==> src/rtl/mx_port_csr_router_pkg.sv <==
// Shared constant helpers for routers that pack enabled-port register blocks
// back to back, plus the router state type.
package feat_anlz;

  typedef logic [1:0] csr_rtr_state_t;

  localparam csr_rtr_state_t ST_IDLE   = 2'd0;
  localparam csr_rtr_state_t ST_DECODE = 2'd1;
  localparam csr_rtr_state_t ST_ACCESS = 2'd2;
  localparam csr_rtr_state_t ST_RESP   = 2'd3;

  function automatic int used_ports_cnt(input int mask, input int port_cnt);
    int n;
    n = 0;
    for (int i = 0; i < port_cnt; i++) begin
      if (mask[i]) n++;
    end
    return n;
  endfunction

  // Physical port that owns the idx-th packed block (the idx-th set mask bit).
  function automatic int enabled_to_phys(input int mask, input int port_cnt, input int idx);
    int n;
    int phys;
    n    = 0;
    phys = 0;
    for (int i = 0; i < port_cnt; i++) begin
      if (mask[i]) begin
        if (n == idx) phys = i;
        n++;
      end
    end
    return phys;
  endfunction

  function automatic int port_base(input int mask, input int port, input int reg_cnt);
    int n;
    n = 0;
    for (int i = 0; i < port; i++) begin
      if (mask[i]) n++;
    end
    return n * reg_cnt;
  endfunction

endpackage

==> src/rtl/mx_port_csr_router_if.sv <==
// Upstream CSR bus and downstream per-port CSR bus of the router.
interface mx_port_csr_router_if #(
  parameter int PORT_CNT = 2,
  parameter int ADDR_W   = 8,
  parameter int DATA_W   = 16,
  parameter int LOCAL_W  = 4
);
  logic [ADDR_W-1:0]          csr_address;
  logic                       csr_read;
  logic                       csr_write;
  logic [DATA_W-1:0]          csr_writedata;
  logic                       csr_waitrequest;
  logic [DATA_W-1:0]          csr_readdata;
  logic                       csr_readdatavalid;
  logic [PORT_CNT-1:0]        port_read;
  logic [PORT_CNT-1:0]        port_write;
  logic [LOCAL_W-1:0]         port_address;
  logic [DATA_W-1:0]          port_writedata;
  logic [PORT_CNT*DATA_W-1:0] port_readdata;
  logic [PORT_CNT-1:0]        port_ack;

  modport slave (
    input  csr_address, csr_read, csr_write, csr_writedata, port_readdata, port_ack,
    output csr_waitrequest, csr_readdata, csr_readdatavalid,
           port_read, port_write, port_address, port_writedata
  );

  modport master (
    output csr_address, csr_read, csr_write, csr_writedata, port_readdata, port_ack,
    input  csr_waitrequest, csr_readdata, csr_readdatavalid,
           port_read, port_write, port_address, port_writedata
  );
endinterface

==> src/rtl/mx_port_csr_router_addr_decode.sv <==
// Combinational decode of a packed flat CSR address into physical port and
// local register index.
module mx_csr_addr_decode
  import feat_anlz::*;
#(
  parameter int PORT_CNT         = 2,
  parameter int PORT_BIT_MASK    = 3,
  parameter int ONE_PORT_REG_CNT = 16,
  parameter int ADDR_W           = 8,
  localparam int LOCAL_W         = $clog2(ONE_PORT_REG_CNT),
  localparam int PORT_W          = (PORT_CNT > 1) ? $clog2(PORT_CNT) : 1
) (
  input  logic [ADDR_W-1:0]  addr_i,
  output logic               valid_o,
  output logic [PORT_W-1:0]  port_o,
  output logic [LOCAL_W-1:0] local_o
);

  localparam int USED_CNT = used_ports_cnt(PORT_BIT_MASK, PORT_CNT);

  logic [ADDR_W-LOCAL_W-1:0] blk;
  logic [PORT_W-1:0]         port_map [PORT_CNT];

  for (genvar k = 0; k < PORT_CNT; k++) begin : g_map
    assign port_map[k] = PORT_W'(enabled_to_phys(PORT_BIT_MASK, PORT_CNT, k));
  end

  assign blk     = addr_i[ADDR_W-1:LOCAL_W];
  assign local_o = addr_i[LOCAL_W-1:0];

  always_comb begin
    valid_o = 1'b0;
    port_o  = '0;
    for (int k = 0; k < USED_CNT; k++) begin
      if (int'(blk) == k) begin
        valid_o = 1'b1;
        port_o  = port_map[k];
      end
    end
  end

endmodule

==> src/rtl/mx_port_csr_router.sv <==
// Forwards upstream CSR reads/writes to the owning port's CSR slave, waits for
// its ack or a timeout, and returns the response with error accounting.
module mx_port_csr_router
  import feat_anlz::*;
#(
  parameter int PORT_CNT         = 2,
  parameter int PORT_BIT_MASK    = 3,
  parameter int ONE_PORT_REG_CNT = 16,
  parameter int ADDR_W           = 8,
  parameter int DATA_W           = 16,
  parameter int TIMEOUT          = 255
) (
  input  logic                clk_i,
  input  logic                rst_n_i,
  mx_port_csr_router_if.slave bus,
  output logic                err_o,
  output logic [7:0]          err_cnt_o
);

  localparam int LOCAL_W = $clog2(ONE_PORT_REG_CNT);
  localparam int PORT_W  = (PORT_CNT > 1) ? $clog2(PORT_CNT) : 1;
  localparam logic [7:0] TMO_LAST = 8'(TIMEOUT - 1);

  csr_rtr_state_t      state_q, state_d;
  logic [ADDR_W-1:0]   addr_q, addr_d;
  logic [DATA_W-1:0]   wdata_q, wdata_d;
  logic                is_rd_q, is_rd_d;
  logic [PORT_W-1:0]   sel_q, sel_d;
  logic [7:0]          tmo_q, tmo_d;
  logic [PORT_CNT-1:0] prd_q, prd_d, pwr_q, pwr_d;
  logic [DATA_W-1:0]   rdata_q, rdata_d;
  logic                rvalid_q, rvalid_d;
  logic                err_q, err_d;
  logic [7:0]          err_cnt_q, err_cnt_d;

  logic                dec_valid;
  logic [PORT_W-1:0]   dec_port;
  logic [LOCAL_W-1:0]  dec_local;
  logic [PORT_CNT-1:0] dec_onehot;
  logic                sel_ack;
  logic [DATA_W-1:0]   sel_rdata;

  mx_csr_addr_decode #(
    .PORT_CNT        (PORT_CNT),
    .PORT_BIT_MASK   (PORT_BIT_MASK),
    .ONE_PORT_REG_CNT(ONE_PORT_REG_CNT),
    .ADDR_W          (ADDR_W)
  ) u_decode (
    .addr_i (addr_q),
    .valid_o(dec_valid),
    .port_o (dec_port),
    .local_o(dec_local)
  );

  // Only the latched target port's ack and data are ever looked at.
  always_comb begin
    dec_onehot = '0;
    sel_ack    = 1'b0;
    sel_rdata  = '0;
    for (int p = 0; p < PORT_CNT; p++) begin
      if (dec_port == PORT_W'(p)) dec_onehot[p] = 1'b1;
      if (sel_q == PORT_W'(p)) begin
        sel_ack   = bus.port_ack[p];
        sel_rdata = bus.port_readdata[p*DATA_W +: DATA_W];
      end
    end
  end

  always_comb begin
    state_d   = state_q;
    addr_d    = addr_q;
    wdata_d   = wdata_q;
    is_rd_d   = is_rd_q;
    sel_d     = sel_q;
    tmo_d     = tmo_q;
    prd_d     = prd_q;
    pwr_d     = pwr_q;
    rdata_d   = rdata_q;
    err_cnt_d = err_cnt_q;
    rvalid_d  = 1'b0;
    err_d     = 1'b0;
    case (state_q)
      ST_IDLE: begin
        if (bus.csr_read || bus.csr_write) begin
          addr_d  = bus.csr_address;
          wdata_d = bus.csr_writedata;
          is_rd_d = bus.csr_read;
          state_d = ST_DECODE;
        end
      end
      ST_DECODE: begin
        if (dec_valid) begin
          sel_d   = dec_port;
          tmo_d   = '0;
          prd_d   = is_rd_q ? dec_onehot : '0;
          pwr_d   = is_rd_q ? '0 : dec_onehot;
          state_d = ST_ACCESS;
        end else begin
          rdata_d  = '0;
          rvalid_d = is_rd_q;
          err_d    = 1'b1;
          state_d  = ST_RESP;
        end
      end
      ST_ACCESS: begin
        if (sel_ack) begin
          prd_d    = '0;
          pwr_d    = '0;
          rdata_d  = sel_rdata;
          rvalid_d = is_rd_q;
          state_d  = ST_RESP;
        end else if (tmo_q == TMO_LAST) begin
          prd_d    = '0;
          pwr_d    = '0;
          rdata_d  = '0;
          rvalid_d = is_rd_q;
          err_d    = 1'b1;
          state_d  = ST_RESP;
        end else begin
          tmo_d = tmo_q + 8'd1;
        end
      end
      ST_RESP: begin
        if (err_q && (err_cnt_q != 8'hFF)) err_cnt_d = err_cnt_q + 8'd1;
        state_d = ST_IDLE;
      end
      default: state_d = ST_IDLE;
    endcase
  end

  always_ff @(posedge clk_i or negedge rst_n_i) begin
    if (!rst_n_i) begin
      state_q   <= ST_IDLE;
      addr_q    <= '0;
      wdata_q   <= '0;
      is_rd_q   <= 1'b0;
      sel_q     <= '0;
      tmo_q     <= '0;
      prd_q     <= '0;
      pwr_q     <= '0;
      rdata_q   <= '0;
      rvalid_q  <= 1'b0;
      err_q     <= 1'b0;
      err_cnt_q <= '0;
    end else begin
      state_q   <= state_d;
      addr_q    <= addr_d;
      wdata_q   <= wdata_d;
      is_rd_q   <= is_rd_d;
      sel_q     <= sel_d;
      tmo_q     <= tmo_d;
      prd_q     <= prd_d;
      pwr_q     <= pwr_d;
      rdata_q   <= rdata_d;
      rvalid_q  <= rvalid_d;
      err_q     <= err_d;
      err_cnt_q <= err_cnt_d;
    end
  end

  assign bus.csr_waitrequest   = (state_q != ST_IDLE);
  assign bus.csr_readdata      = rdata_q;
  assign bus.csr_readdatavalid = rvalid_q;
  assign bus.port_read         = prd_q;
  assign bus.port_write        = pwr_q;
  assign bus.port_address      = dec_local;
  assign bus.port_writedata    = wdata_q;
  assign err_o                 = err_q;
  assign err_cnt_o             = err_cnt_q;

endmodule
==> src/flat_wrapper.sv <==
// flat-port wrapper written by rule: the top's interface ports become plain ports
module mx_port_csr_router_flat import feat_anlz::*;
#(
  parameter int PORT_CNT         = 2,
  parameter int PORT_BIT_MASK    = 3,
  parameter int ONE_PORT_REG_CNT = 16,
  parameter int ADDR_W           = 8,
  parameter int DATA_W           = 16,
  parameter int TIMEOUT          = 255
)
  (clk_i, rst_n_i, err_o, err_cnt_o, bus_csr_address, bus_csr_read, bus_csr_write, bus_csr_writedata, bus_port_readdata, bus_port_ack, bus_csr_waitrequest, bus_csr_readdata, bus_csr_readdatavalid, bus_port_read, bus_port_write, bus_port_address, bus_port_writedata);
  mx_port_csr_router_if #(.PORT_CNT(PORT_CNT), .ADDR_W(ADDR_W), .DATA_W(DATA_W)) bus_i ();
  input  logic clk_i;
  input  logic rst_n_i;
  output logic err_o;
  output logic [7:0] err_cnt_o;
  input wire logic [$bits(bus_i.csr_address)-1:0] bus_csr_address;
  input wire logic [$bits(bus_i.csr_read)-1:0] bus_csr_read;
  input wire logic [$bits(bus_i.csr_write)-1:0] bus_csr_write;
  input wire logic [$bits(bus_i.csr_writedata)-1:0] bus_csr_writedata;
  input wire logic [$bits(bus_i.port_readdata)-1:0] bus_port_readdata;
  input wire logic [$bits(bus_i.port_ack)-1:0] bus_port_ack;
  output wire logic [$bits(bus_i.csr_waitrequest)-1:0] bus_csr_waitrequest;
  output wire logic [$bits(bus_i.csr_readdata)-1:0] bus_csr_readdata;
  output wire logic [$bits(bus_i.csr_readdatavalid)-1:0] bus_csr_readdatavalid;
  output wire logic [$bits(bus_i.port_read)-1:0] bus_port_read;
  output wire logic [$bits(bus_i.port_write)-1:0] bus_port_write;
  output wire logic [$bits(bus_i.port_address)-1:0] bus_port_address;
  output wire logic [$bits(bus_i.port_writedata)-1:0] bus_port_writedata;
  assign bus_i.csr_address = bus_csr_address;
  assign bus_i.csr_read = bus_csr_read;
  assign bus_i.csr_write = bus_csr_write;
  assign bus_i.csr_writedata = bus_csr_writedata;
  assign bus_i.port_readdata = bus_port_readdata;
  assign bus_i.port_ack = bus_port_ack;
  assign bus_csr_waitrequest = bus_i.csr_waitrequest;
  assign bus_csr_readdata = bus_i.csr_readdata;
  assign bus_csr_readdatavalid = bus_i.csr_readdatavalid;
  assign bus_port_read = bus_i.port_read;
  assign bus_port_write = bus_i.port_write;
  assign bus_port_address = bus_i.port_address;
  assign bus_port_writedata = bus_i.port_writedata;
  mx_port_csr_router #(.PORT_CNT(PORT_CNT), .PORT_BIT_MASK(PORT_BIT_MASK), .ONE_PORT_REG_CNT(ONE_PORT_REG_CNT), .ADDR_W(ADDR_W), .DATA_W(DATA_W), .TIMEOUT(TIMEOUT)) u_core (.clk_i(clk_i), .rst_n_i(rst_n_i), .bus(bus_i), .err_o(err_o), .err_cnt_o(err_cnt_o));
endmodule
==> config.mk <==
export PLATFORM = sky130hd
export DESIGN_NAME = mx_port_csr_router_flat
export DESIGN_NICKNAME = d
export VERILOG_FILES = /design/src/rtl/mx_port_csr_router_pkg.sv /design/src/rtl/mx_port_csr_router_if.sv /design/src/rtl/mx_port_csr_router_addr_decode.sv /design/src/rtl/mx_port_csr_router.sv /design/src/flat_wrapper.sv
export SDC_FILE = /design/constraint.sdc
export NUM_CORES = 1
export LEC_CHECK = 0
export BUFFER_PORTS_ARGS = -buffer_cell sky130_fd_sc_hd__buf_2
export CORE_AREA = 2 2 80 82
export CTS_CLUSTER_SIZE = 16
export DETAILED_ROUTE_END_ITERATION = 10
export DIE_AREA = 0 0 82 84
export GPL_TIMING_DRIVEN = 0
export PLACE_DENSITY = 0.92
export SYNTH_ARGS = -nofsm -noshare
export SYNTH_HDL_FRONTEND = slang
export SYNTH_SLANG_ARGS = --single-unit
==> constraint.sdc <==
create_clock -name clk_i -period 4.9 [get_ports clk_i]
set_input_delay 0.245 -clock clk_i [delete_from_list [all_inputs] [get_ports clk_i]]
set_output_delay 0.245 -clock clk_i [all_outputs]
set_load 0.02 [all_outputs]
-- Yosys cells after proc, flatten, opt, wreduce, memory -nomap -nowiden
Cells that the tools add are included.
- bits in registers: 66
- input port bits: 62
- output and inout port bits: 51
- add/sub/neg operators: 2
- eq/ne operators: 12
- muxes and demuxes: 36
- reductions and logical operators: 13
- operator list (operator ; count):
    $mux W16 ; 4
    $pmux W16 S2 ; 1
    $mux W8 ; 3
    $mux W2 ; 9
    $add A8 B1 Y8 const B ; 2
    $pmux W8 S2 ; 1
    $mux W1 ; 13
    $eq A8 B8 Y1 const B ; 1
    $ne A8 B8 Y1 const B ; 1
    $pmux W2 S2 ; 2
    $pmux W2 S4 ; 1
    $reduce_and A2 Y1 ; 4
    $ne A2 B2 Y1 const B ; 3
    $reduce_and A3 Y1 ; 2
    $eq A2 B2 Y1 const B ; 2
    $eq A4 B2 Y1 const B ; 1
    $logic_not A4 Y1 ; 1
    $ne A2 B1 Y1 const B ; 2
    $pmux W1 S2 ; 2
    $reduce_and A4 Y1 ; 1
    $reduce_bool A2 Y1 ; 2
    $ne A3 B1 Y1 const B ; 1
    $eq A2 B1 Y1 const B ; 1
    $logic_not A2 Y1 ; 1
    other kinds (2) ; 2

-- Longest topological paths before layout
- word-level depth: 6
- gate-level depth with buffers: 9

-- Hierarchy
From an unflattened synthesis, not the netlist that was laid out.
- cells, all modules: 266
- area, all modules: 3213.1 um^2
- by module, submodules not included (module ; instances ; cells an instance ; area each (um^2)):
    mx_port_csr_router ; 1 ; 260 ; 3163.0
    mx_csr_addr_decode ; 1 ; 6 ; 50.0

-- Worst setup path before layout
OpenSTA, ideal clock, no wires.
- path type: register to register
- start: reg u_core.state_q[0]
- end: reg u_core.rdata_q[10] (netlist: u_core.bus.csr_readdata[10])
- setup time: 0.125 ns
- arrival time: 1.957 ns
- path slack: 2.818 ns
- stages on the path, launching flop included: 10
- buffers on the path: 3
- clock period less this slack: 2.082 ns
- path through: dfrtp_1 inv_1 ha_1 clkbuf_1 inv_1 a211o_1 and3_1 buf_6 buf_6 mux2_4
- cells in the longest elaborated chain, start to end: 3
- elaborated cells between the ends (all ways): 7
- RTL lines (what ; line ; text):
    start: declaration ; mx_port_csr_router.sv:24 ; csr_rtr_state_t state_q, state_d;
    start signal: assignment ; mx_port_csr_router.sv:146 ; state_q <= state_d;
    $eq A2 B2 Y1 / $eq A2 B1 Y1 (equally long branches) ; mx_port_csr_router.sv:82 ; case (state_q)
    $ne A3 B1 Y1 (no source line), or another cell as far along ; - ;
    $reduce_and A3 Y1 (no source line) ; - ;
    end signal: assignment ; mx_port_csr_router.sv:154 ; rdata_q <= rdata_d;
    end: declaration ; mx_port_csr_router.sv:31 ; logic [DATA_W-1:0] rdata_q, rdata_d;
Parallel ways exist; a longest one is shown, timed or not.
A chain may end at the register's enable or synchronous reset.

-- Worst setup path after layout
- start: reg u_core.state_q[0]
- end: reg u_core.rdata_q[6] (netlist: u_core.bus.csr_readdata[6])
Same word-level chain as after synthesis.

==> reports/summary.md <==
The final layout contains 458 nets. Across the run, the number of max-cap violations was 0. Port buffering added 112 buffers. The sink of the worst hold path was u_core.addr_q[1]. Vertical die dimension: 84 um.

The run gives 35 as the largest net degree at the start of global routing. The logs give 0 for the final number of hold-violating endpoints and 0 for the remaining antenna violation count. For the final wirelength, the log shows 6.91 mm. The cell taking the most area after synthesis is sky130_fd_sc_hd__dfrtp_1. Across all register-to-register paths, the minimum setup slack is 2.41 ns.

The highest layer touched by signal routing is met4. For this block, the via count after detailed routing is 2453. In this run the biggest area consumer among cell types represents 51.7% of the synthesized area. Yosys attributes the largest share of cell area to sky130_fd_sc_hd__dfrtp_1 52%, sky130_fd_sc_hd__mux2_2 12%, sky130_fd_sc_hd__mux2i_1 5.6%, sky130_fd_sc_hd__mux2_4 5.2%, sky130_fd_sc_hd__ha_1 2.7%.

The startpoint identified for the worst register-to-register timing path is u_core.state_q[0]. The routed length on met2 is 3.39 mm, and the total overflow reported by the global router is 0. The worst pin sits at a relative slew slack of 51.1%. Once layout is done, the placed cells without fillers occupy 4080 um2.

Of all nets on the critical path, the largest fanout is 10. In the finished design, the share of the clock period the worst path needs comes to 50.8%. After clock tree synthesis, the clock-pin slew on the worst setup and hold paths is 0.07 ns.

In this run the critical register-to-register path is captured at u_core.bus.csr_readdata[6]. Number of buffers inserted by post-CTS setup repair: 0. CTS built an H-tree with a depth of 3. For this design, the slowest cell found on the critical path is sky130_fd_sc_hd__dfrtp_1. For this block, the initial DRC count from the detailed router was 74.

The detail-routed net length per standard cell was 14.7 um. In the routed layout, each cell is associated on average with a via count of 5.21. Peak clock frequency supported by timing: 401 MHz. Area added between synthesis and finish: 27.7%. The number of antenna violations at the first check in global routing was 0.

The worst setup path is of the reg2reg kind. The congestion estimate from routability-driven global placement came to 0.875. The die width is 82 um. The worst reg2reg path depth was 9. Classification of the worst-slack hold path: in2reg. For the length of routed wiring on met1, the log shows 2.93 mm. The transition at the pin with the smallest max-transition slack works out to 0.734 ns. The number of sinks handled by clock tree synthesis is 66, and the final count of negative-setup-slack endpoints is 0.

Area of the die: 6890 um2. Together, buffers and inverters on the worst path number 5. Summed over all failing endpoints, the final setup total negative slack is 0 ns. In this run the cell area of the synthesized design comes to 3200 um2. The clock skew came out at 0.00623 ns. Via count of the first global-routing pass: 2509. For the detailed-placement wirelength estimate, the log shows 5.19 mm. Wire segments on met3 add up to 495 um in the final route. The required time reported for the critical path endpoint is 5.11 ns. The critical path goes through inv_1 -> ha_1 -> clkbuf_1 -> inv_1 -> a211o_1 -> and3_1 -> buf_6 -> buf_6 -> mux2_4. The worst setup path is launched from a flop. The floorplan has 29 rows. The first global-routing pass estimated 11.3 mm of wire. Setup repair after global routing left no endpoint under its margin. Flop and latch count out of synthesis: 66. The largest voltage drop on the vdd net came out at 0.000393 V. The sequential share of the synthesized area came out at 51.7%. The run finished with clean final reports.

In the routed design, unresolved DRC markers number 0. STA classifies the critical path endpoint as a flop. The largest single stage delay on the critical path is 0.44 ns. The tree is rooted in a sky130_fd_sc_hd__clkbuf_8.

Post-synthesis net count: 333. Along the worst hold path, the cell count comes to 2. The run gives 39 as the number of distinct library cells after synthesis.

The first detailed-routing pass ran for 4 iterations. In this run the power density over the cells is 670 nW/um2. 113 I/O pins were placed.

The minimum clock period works out to 2.49 ns. For the static leakage, the log shows 2.15 nW. TritonCTS built the clock tree. The post-route netlist has 45.2% of its cells at a drive strength greater than 1.

The number of clock buffers added by TritonCTS is 9. The total routing usage reported by global routing came out at 21.3%. In this run the mean area of a mapped cell was 12.1 um2.

Yosys printed 0 warnings. Data on the critical path arrives at its endpoint at 2.70 ns. The number of antenna diodes in the final layout is 0. The category of cells accounting for the largest share of critical-path delay was buffers and inverters. The post-synthesis cell count was 264; the clock latency on the worst-skew pair was 0.33 ns. The total area inside the core boundary comes to 6100 um2. The clock passes through at most 2 buffers.

The startpoint identified for the worst hold timing path is bus_csr_address[1]. The placed instances occupy a cell area of 3870 um2. Number of pins with negative max-slew slack in the final report: 0. The starting density of the core came out at 52.4%.
## cells in the mapped netlist (all sizes together)
library cell  number
buf                8
and2               3
nand4b             2
xor2               3
mux2i             18
o31ai              2
o211ai             3
o21bai             1
a32o               2
o21ai              5
ha                 7
o2111a             1
o22a               1
a211o              1
a31oi              1
and3               5
dfrtp             66
o41ai              1
and4               2
nor3               4
a311oi             1
nand3              9
a21o               5
mux2              45
inv                8
a21oi              3
nor4               4
nand4              2
xnor2              3
o211a              1
o31a               1
nor2              23
nand2             17
clkbuf             5
a41oi              1
## area by class of cell
cell class	instances	area, um2
Timing Repair Buffer	114	591
Clock inverter	2	35.0
Clock buffer	14	163
Inverter	8	30.0
Buffer	13	86.3
Fill cell	502	2010
Multi-Input combinational cell	177	1430
Tap cell	77	96.3
Sequential cell	66	1650
## power breakdown
group	leakage, nW	switching, mW	internal [mW]
sequential	0.849	0.138	0.769
combinational	1.20	0.759	0.612
clock	0.101	0.192	0.263
## through the flow
step / power [mW] / instances / utilization, % / hold WS [ns] / worst slack [ns]
CTS: 2.76 / 471 / 67.0 / 0.126 / 2.42
floorplan: 1.89 / 264 / - / -0.0506 / 2.82
finish: 2.73 / 471 / 67.0 / 0.137 / 2.41
global placement: 2.24 / 453 / 63.2 / 0.460 / 2.51
global route: 2.92 / 471 / 67.0 / 0.130 / 2.29
detailed placement: 2.29 / 454 / 63.5 / 0.357 / 2.44
## cell families after synthesis
group / share of synthesized area, %
AOI/OAI and AO/OA: 6.97
xor gates and xnor gates: 1.64
muxes: 22.8
and+or+nand+nor: 10.6
adders and majority gates: 2.74
buffers and inverters: 3.64
DFF: 51.7
## state kept, by name, summed over array words and instances, names as in the netlist
name	cells
u_core.bus.csr_readdata	16
u_core.bus.port_writedata	16
u_core.addr_q	8
u_core.err_cnt_o	8
u_core.tmo_q	8
u_core.bus.port_read	2
u_core.bus.port_write	2
u_core.state_q	2
u_core.bus.csr_readdatavalid	1
u_core.err_o	1
u_core.is_rd_q	1
u_core.sel_q	1
## repair_timing
| item | in CTS | in global routing |
|---|---|---|
| gates resized for setup | 0 | 0 |
| setup endpoints to repair | 0 | 0 |
| hold endpoints to repair | 3 | 0 |
| hold buffers | 1 | 0 |
## placed cells by master (no fill, tap or decap), types with 9 or more instances in the layout
| master | n |
|---|---|
| sky130_fd_sc_hd__clkbuf_8 | 11 |
| sky130_fd_sc_hd__mux2_2 | 34 |
| sky130_fd_sc_hd__nand3_1 | 9 |
| sky130_fd_sc_hd__mux2i_1 | 18 |
| sky130_fd_sc_hd__nor2_1 | 23 |
| sky130_fd_sc_hd__buf_2 | 112 |
| sky130_fd_sc_hd__nand2_1 | 17 |
| sky130_fd_sc_hd__dfrtp_1 | 66 |
| sky130_fd_sc_hd__mux2_4 | 11 |
## metal layers
metal / vias to the layer above / global-route usage [%]
met2: 83 / 35.4
met1: 1175 / 25.9
li1: 1189 / -
met3: 6 / 4.87
met5: - / 0
met4: 0 / 9.70
## worst max path at each step
| stage | startpoint | end | slack (ns) | cells past startpoint |
|---|---|---|---|---|
| after global routing | u_core.state_q[0] | u_core.bus.csr_readdata[6] | 2.29 | 9 |
| after detailed placement | u_core.state_q[0] | u_core.bus.csr_readdata[6] | 2.44 | 9 |
| after CTS | u_core.state_q[0] | u_core.bus.csr_readdata[6] | 2.42 | 9 |
| after global placement | u_core.state_q[0] | u_core.bus.csr_readdata[10] | 2.51 | 9 |
| after floorplan | u_core.state_q[0] | u_core.bus.csr_readdata[10] | 2.82 | 9 |
| final | u_core.state_q[0] | u_core.bus.csr_readdata[6] | 2.41 | 9 |
No activity file was read; power rests on OpenSTA's default activity.
